[src/rtl/execute_sequencer_if.sv]
// X-stage instruction/handshake bundle between the pipeline and the execute sequencer.
// The master side drives the instruction and multdiv status; the slave is the sequencer.
interface execute_sequencer_if #(
    parameter int CNT_W = 7
);
    logic [31:0]      ins;
    logic             insValid;
    logic             flush;
    logic             multDivDone;
    logic             multDivException;
    logic [1:0]       insType;
    logic [4:0]       aluOpCode;
    logic [4:0]       shiftAmt;
    logic             aluBSelector;
    logic             startMult;
    logic             startDiv;
    logic             stall;
    logic             resultValid;
    logic             mdException;
    logic             timeout;
    logic [CNT_W-1:0] busyCount;

    modport master (
        output ins, insValid, flush, multDivDone, multDivException,
        input  insType, aluOpCode, shiftAmt, aluBSelector, startMult, startDiv,
               stall, resultValid, mdException, timeout, busyCount
    );

    modport slave (
        input  ins, insValid, flush, multDivDone, multDivException,
        output insType, aluOpCode, shiftAmt, aluBSelector, startMult, startDiv,
               stall, resultValid, mdException, timeout, busyCount
    );
endinterface

[src/rtl/execute_sequencer.sv]
// Execute-stage decode plus IDLE/BUSY/DONE sequencing of multi-cycle mul/div,
// with stall generation and an optional timeout that forces completion.
module execute_sequencer #(
    parameter int TIMEOUT_CYCLES = 64,
    parameter bit DIV_ENABLE     = 1'b1,
    parameter int CNT_W          = (TIMEOUT_CYCLES == 0) ? 1 : $clog2(TIMEOUT_CYCLES + 1)
) (
    input logic                 clock,
    input logic                 reset,
    execute_sequencer_if.slave  bus
);

    typedef enum logic [1:0] {IDLE, BUSY, DONE} state_e;

    localparam logic [1:0] TYPE_R   = 2'b00;
    localparam logic [1:0] TYPE_I   = 2'b01;
    localparam logic [1:0] TYPE_JI  = 2'b10;
    localparam logic [1:0] TYPE_JII = 2'b11;
    localparam logic [4:0] FN_MUL   = 5'b00110;
    localparam logic [4:0] FN_DIV   = 5'b00111;
    localparam logic [CNT_W-1:0] CNT_MAX = '1;
    localparam logic [CNT_W-1:0] TO_LAST =
        CNT_W'((TIMEOUT_CYCLES > 0) ? TIMEOUT_CYCLES - 1 : 0);

    state_e           state_q, state_d;
    logic [CNT_W-1:0] busy_count_q, busy_count_d;
    logic             md_exc_q, md_exc_d;
    logic             timeout_q, timeout_d;

    logic [4:0] opcode, func;
    logic [1:0] ins_type;
    logic [4:0] alu_op;
    logic       b_sel;
    logic       is_md;
    logic       start_mult, start_div, stall, result_valid;

    logic unused_ins;
    assign unused_ins = ^{bus.ins[26:12], bus.ins[1:0]};

    assign opcode = bus.ins[31:27];
    assign func   = bus.ins[6:2];

    always_comb begin
        ins_type = TYPE_I;
        alu_op   = 5'b00000;
        b_sel    = 1'b0;
        case (opcode)
            5'b00000:                               begin ins_type = TYPE_R; alu_op = func; end
            5'b00101, 5'b00111, 5'b01000:           b_sel    = 1'b1;
            5'b00010, 5'b00110:                     alu_op   = 5'b00001;
            5'b00001, 5'b00011, 5'b10101, 5'b10110: ins_type = TYPE_JI;
            5'b00100:                               ins_type = TYPE_JII;
            default: ;
        endcase
    end

    assign is_md = bus.insValid && (opcode == 5'b00000) &&
                   ((func == FN_MUL) || (DIV_ENABLE && (func == FN_DIV)));

    always_comb begin
        state_d      = state_q;
        busy_count_d = busy_count_q;
        md_exc_d     = md_exc_q;
        timeout_d    = timeout_q;
        start_mult   = 1'b0;
        start_div    = 1'b0;
        stall        = 1'b0;
        result_valid = 1'b0;
        case (state_q)
            IDLE: begin
                if (is_md && !bus.flush) begin
                    start_mult   = (func == FN_MUL);
                    start_div    = (func == FN_DIV);
                    stall        = 1'b1;
                    state_d      = BUSY;
                    busy_count_d = '0;
                end
            end
            BUSY: begin
                stall = 1'b1;
                // Priority: flush aborts, then a real result beats the timeout.
                if (bus.flush) begin
                    state_d = IDLE;
                end else if (bus.multDivDone) begin
                    state_d   = DONE;
                    md_exc_d  = bus.multDivException;
                    timeout_d = 1'b0;
                end else if ((TIMEOUT_CYCLES != 0) && (busy_count_q == TO_LAST)) begin
                    state_d   = DONE;
                    md_exc_d  = 1'b1;
                    timeout_d = 1'b1;
                end else if (busy_count_q != CNT_MAX) begin
                    busy_count_d = busy_count_q + 1'b1;
                end
            end
            DONE: begin
                result_valid = 1'b1;
                state_d      = IDLE;
            end
            default: state_d = IDLE;
        endcase
    end

    always_ff @(posedge clock or posedge reset) begin
        if (reset) begin
            state_q      <= IDLE;
            busy_count_q <= '0;
            md_exc_q     <= 1'b0;
            timeout_q    <= 1'b0;
        end else begin
            state_q      <= state_d;
            busy_count_q <= busy_count_d;
            md_exc_q     <= md_exc_d;
            timeout_q    <= timeout_d;
        end
    end

    // Handshake outputs are killed combinationally so reset takes effect mid-cycle.
    assign bus.insType      = ins_type;
    assign bus.aluOpCode    = alu_op;
    assign bus.shiftAmt     = bus.ins[11:7];
    assign bus.aluBSelector = b_sel;
    assign bus.startMult    = start_mult & ~reset;
    assign bus.startDiv     = start_div & ~reset;
    assign bus.stall        = stall & ~reset;
    assign bus.resultValid  = result_valid & ~reset;
    assign bus.mdException  = (state_q == DONE) & md_exc_q & ~reset;
    assign bus.timeout      = (state_q == DONE) & timeout_q & ~reset;
    assign bus.busyCount    = busy_count_q;

endmodule

[src/flat_wrapper.sv]
// flat-port wrapper written by rule: the top's interface ports become plain ports
module execute_sequencer_flat 
#(
    parameter int TIMEOUT_CYCLES = 64,
    parameter bit DIV_ENABLE     = 1'b1,
    parameter int CNT_W          = (TIMEOUT_CYCLES == 0) ? 1 : $clog2(TIMEOUT_CYCLES + 1)
)
  (clock, reset, bus_ins, bus_insValid, bus_flush, bus_multDivDone, bus_multDivException, bus_insType, bus_aluOpCode, bus_shiftAmt, bus_aluBSelector, bus_startMult, bus_startDiv, bus_stall, bus_resultValid, bus_mdException, bus_timeout, bus_busyCount);
  execute_sequencer_if #(.CNT_W(CNT_W)) bus_i ();
  input logic clock;
  input logic reset;
  input wire logic [$bits(bus_i.ins)-1:0] bus_ins;
  input wire logic [$bits(bus_i.insValid)-1:0] bus_insValid;
  input wire logic [$bits(bus_i.flush)-1:0] bus_flush;
  input wire logic [$bits(bus_i.multDivDone)-1:0] bus_multDivDone;
  input wire logic [$bits(bus_i.multDivException)-1:0] bus_multDivException;
  output wire logic [$bits(bus_i.insType)-1:0] bus_insType;
  output wire logic [$bits(bus_i.aluOpCode)-1:0] bus_aluOpCode;
  output wire logic [$bits(bus_i.shiftAmt)-1:0] bus_shiftAmt;
  output wire logic [$bits(bus_i.aluBSelector)-1:0] bus_aluBSelector;
  output wire logic [$bits(bus_i.startMult)-1:0] bus_startMult;
  output wire logic [$bits(bus_i.startDiv)-1:0] bus_startDiv;
  output wire logic [$bits(bus_i.stall)-1:0] bus_stall;
  output wire logic [$bits(bus_i.resultValid)-1:0] bus_resultValid;
  output wire logic [$bits(bus_i.mdException)-1:0] bus_mdException;
  output wire logic [$bits(bus_i.timeout)-1:0] bus_timeout;
  output wire logic [$bits(bus_i.busyCount)-1:0] bus_busyCount;
  assign bus_i.ins = bus_ins;
  assign bus_i.insValid = bus_insValid;
  assign bus_i.flush = bus_flush;
  assign bus_i.multDivDone = bus_multDivDone;
  assign bus_i.multDivException = bus_multDivException;
  assign bus_insType = bus_i.insType;
  assign bus_aluOpCode = bus_i.aluOpCode;
  assign bus_shiftAmt = bus_i.shiftAmt;
  assign bus_aluBSelector = bus_i.aluBSelector;
  assign bus_startMult = bus_i.startMult;
  assign bus_startDiv = bus_i.startDiv;
  assign bus_stall = bus_i.stall;
  assign bus_resultValid = bus_i.resultValid;
  assign bus_mdException = bus_i.mdException;
  assign bus_timeout = bus_i.timeout;
  assign bus_busyCount = bus_i.busyCount;
  execute_sequencer #(.TIMEOUT_CYCLES(TIMEOUT_CYCLES), .DIV_ENABLE(DIV_ENABLE), .CNT_W(CNT_W)) u_core (.clock(clock), .reset(reset), .bus(bus_i));
endmodule
[config.mk]
export PLATFORM = sky130hd
export DESIGN_NAME = execute_sequencer_flat
export DESIGN_NICKNAME = d
export VERILOG_FILES = /design/src/rtl/execute_sequencer_if.sv /design/src/rtl/execute_sequencer.sv /design/src/flat_wrapper.sv
export SDC_FILE = /design/constraint.sdc
export NUM_CORES = 1
export LEC_CHECK = 0
export CORE_MARGIN = 5
export CORE_UTILIZATION = 36
export CTS_CLUSTER_SIZE = 40
export DETAILED_ROUTE_END_ITERATION = 10
export GPL_ROUTABILITY_DRIVEN = 0
export PLACE_DENSITY = 0.85
export SLEW_MARGIN = 20
export SYNTH_ARGS = -nofsm -noshare
export SYNTH_HDL_FRONTEND = slang
export SYNTH_SLANG_ARGS = --single-unit
[constraint.sdc]
create_clock -name clock -period 4.7 [get_ports clock]
set_input_delay 0.705 -clock clock [delete_from_list [all_inputs] [get_ports clock]]
set_output_delay 0.705 -clock clock [all_outputs]
set_load 0.02 [all_outputs]
==> results.md <==
- Crit. End Element: output pin
- Synth Register Bits: 11
- First-pass GRT wire length: 3850 µm
- Synth cell types: 40
- Critical Path Source Type: input pin
- Routed WL: 2294 µm
- First-pass detailed-route iteration total: 4
- Fill cells: 213
- Via count: 883
- Most common cell after layout, fill and taps aside: clkdlybuf4s50_1
- Number of global-route vias before repair: 854
- Final Slew Violations: 0
- Pwr Density: 168.6 mW/mm²
- Final antenna-violating net count: 0
- Nets: 171
- Layout Utilization: 54.40%
- Syn Nets: 139
- Post-cts sizing count: 0
- GRT met1 Usage: 18.01%
- Status: finished clean
- Grt met3 use: 3.728%
- Root Driver: clkbuf_4
- Top-Level Pins: 64
- Crit Path Max Fanout: 7
- Setup bufs post-CTS: 0
- Clk buf depth: 2
- Synth Cell Area: 853.3 µm²
- Avg Inst Size Synth: 8.533 µm²
- GRT Util Overall: 14.05%
- Post-route DRC: 0
- Final Hold Viols: 0
- Max Cap Violations: 0
- Number of I/O port buffers: 36
- CTS buffer count: 3
- Post-synthesis instance total: 100
- H-tree Lvls: 1
- Site row count: 17
- Drt via density: 5.553
- Class of the most critical setup path: in2out
- Die W: 58.69 µm
- Hold_buf cts: 0
- Fin crit period: 3.706 ns
- Layout cells sized above 1: 11.45%
- Clock insertion delay at the later pin of the skew report: 0.27 ns
- Crit. Startpoint: bus_ins[27]
- CTS tree: yes
- Sink Count: 11
- Sequential share of the synthesized area: 32.26%
- Gr busiest metal: met2
- FMAX: 269.8 MHz
- Die Area: 0.003444 mm²
- Min-delay src: u_core.md_exc_q$_DFFE_PP0P_
- DP HPWL: 1786 µm
- Sum Neg Setup Slack: 0 ns
- Initial Utilization: 38.21%
- Most frequent cells in the layout: clkdlybuf4s50_1, dfrtp_1, inv_1, a21oi_1, nand2_1
- Reg2reg start: u_core.bus.busyCount[1]$_DFFE_PP0P_
- P&R area growth vs syn: 42.38%
- Final setup violation count: 0
- Pin count of the biggest net entering global routing: 13
- Number of antenna diodes: 0
- Critical Path AT: 3.00 ns
- WL/cell: 14.43 µm
- Total grt overflow: 0
- Slew @ Worst Pin: 0.5491 ns
- Slew margin rel.: 63.01%
- Initial antenna violation count: 0
- 1st-iter DRT viols: 32
- Core area: 0.002233 mm²
- Crit path required time: 3.99 ns
- Yosys warning count: 0
- Tcrit/Tclk final: 78.85%
- Peak supply drop: 141.9 µV
- Clk_skew: 0.003861 ns
- Reg clk slew, reported paths: 0.07 ns
- Die height: 58.69 µm
- Worst hold path type: reg2reg
- Met2 usage: 22.33%
- Total leakage power: 0.5045 nW
- RSZ-0062 raised after global routing: no
[layout make-up]
| type | instances | area (µm²) | area share (%) |
|---|---|---|---|
| multi-input combinational | 71 | 484.2 | 39.86 |
| timing repair buffer | 36 | 360.3 | 29.66 |
| sequential | 11 | 275.3 | 22.66 |
| tap | 28 | 35.03 | 2.884 |
| inverter | 9 | 33.78 | 2.781 |
| clock buffer | 4 | 26.28 | 2.163 |
[Yosys cell counts (all sizes together)]
cell    number  area (µm²)
nor4b        1       8.760
o22ai        3       18.77
nor2         7       28.78
nand4        1       21.27
ha           1       12.51
o211ai       1       7.510
mux2i        1       10.01
nand2        7       26.28
a211oi       1       7.510
xor2         1       8.760
nand2b       2       12.51
nor2b        3       18.77
and3         5       36.29
buf          6       48.80
o211a        1       10.01
and4bb       1       12.51
or4          2       18.77
and2         2       12.51
o21ai        2       10.01
nor3         4       31.28
nand3        3       15.01
nand3b       1       7.510
o21a         1       7.510
inv          9       33.78
o31a         1       10.01
a31oi        1       6.260
a41oi        4       35.03
a21o         1       7.510
nor3b        1       12.51
o22a         2       18.77
dfrtp       11       275.3
nor4         1       6.260
clkbuf       3       11.26
a21oi        9       45.04
[state kept, by name, summed over array words and instances (netlist names)]
name	cells
u_core.timeout_q	1
u_core.md_exc_q	1
u_core.state_q	2
u_core.bus.busyCount	7
[power breakdown]
| group | leakage [nW] | total (mW) | internal (mW) | switching [mW] |
|---|---|---|---|---|
| logic | 0.346 | 0.0410 | 0.0213 | 0.0197 |
| clock network | 0.0150 | 0.0671 | 0.0329 | 0.0342 |
| registers | 0.144 | 0.0967 | 0.0954 | 0.00131 |
| total | 0.505 | 0.205 | 0.150 | 0.0552 |
[logic make-up after synthesis]
group / Yosys count / synth area share [%]
AO/OA/AOI/OAI: 27 / 21.56
XOR/XNOR: 1 / 1.027
adder cells (fa/ha/maj): 1 / 1.466
buffers and inverters: 18 / 11.00
flip-flops: 11 / 32.26
multiplexers: 1 / 1.173
AND/OR/NAND/NOR: 41 / 31.53
[metal layers]
| layer | vias to the layer above | part of all wire (%) |
|---|---|---|
| li1 | 419 | - |
| met1 | 408 | 41 |
| met2 | 52 | 46 |
| met3 | 4 | 11 |
| met4 | 0 | 1.2 |
| met5 | - | 0 |
[worst paths after layout]
check                      depth (start not counted)                             endpoint  slack [ns]
max                                                6                         bus_startDiv        0.99
min                                                1          u_core.md_exc_q$_DFFE_PP0P_        0.50
max reg2reg                                        5  u_core.bus.busyCount[3]$_DFFE_PP0P_        2.86
min reg2reg                                        1          u_core.md_exc_q$_DFFE_PP0P_        0.50
max in group asynchronous                          2  u_core.bus.busyCount[4]$_DFFE_PP0P_        3.54
min in group asynchronous                          2  u_core.bus.busyCount[5]$_DFFE_PP0P_        0.83
[metrics by stage]
stage	instance area (µm²)	hold WS, ns	std cells	total power [mW]	worst slack, ns
after floorplan	853.3	0.4516	100	0.1227	1.992
after global placement	1189	0.4730	155	0.1383	1.024
after detailed placement	1189	0.4835	155	0.1394	0.9938
after CTS	1215	0.5083	159	0.2066	0.9891
after global routing	1215	0.5542	159	0.2128	0.8614
final	1215	0.4979	159	0.2048	0.9939
[worst max-delay path, cell delays in order]
cell	delay, ns
clkdlybuf4s50_1	0.56
nor3_4	0.33
nand4_4	0.18
or4_4	0.51
nor2_1	0.10
clkdlybuf4s50_1	0.61
(Power assumes the default switching activity.)
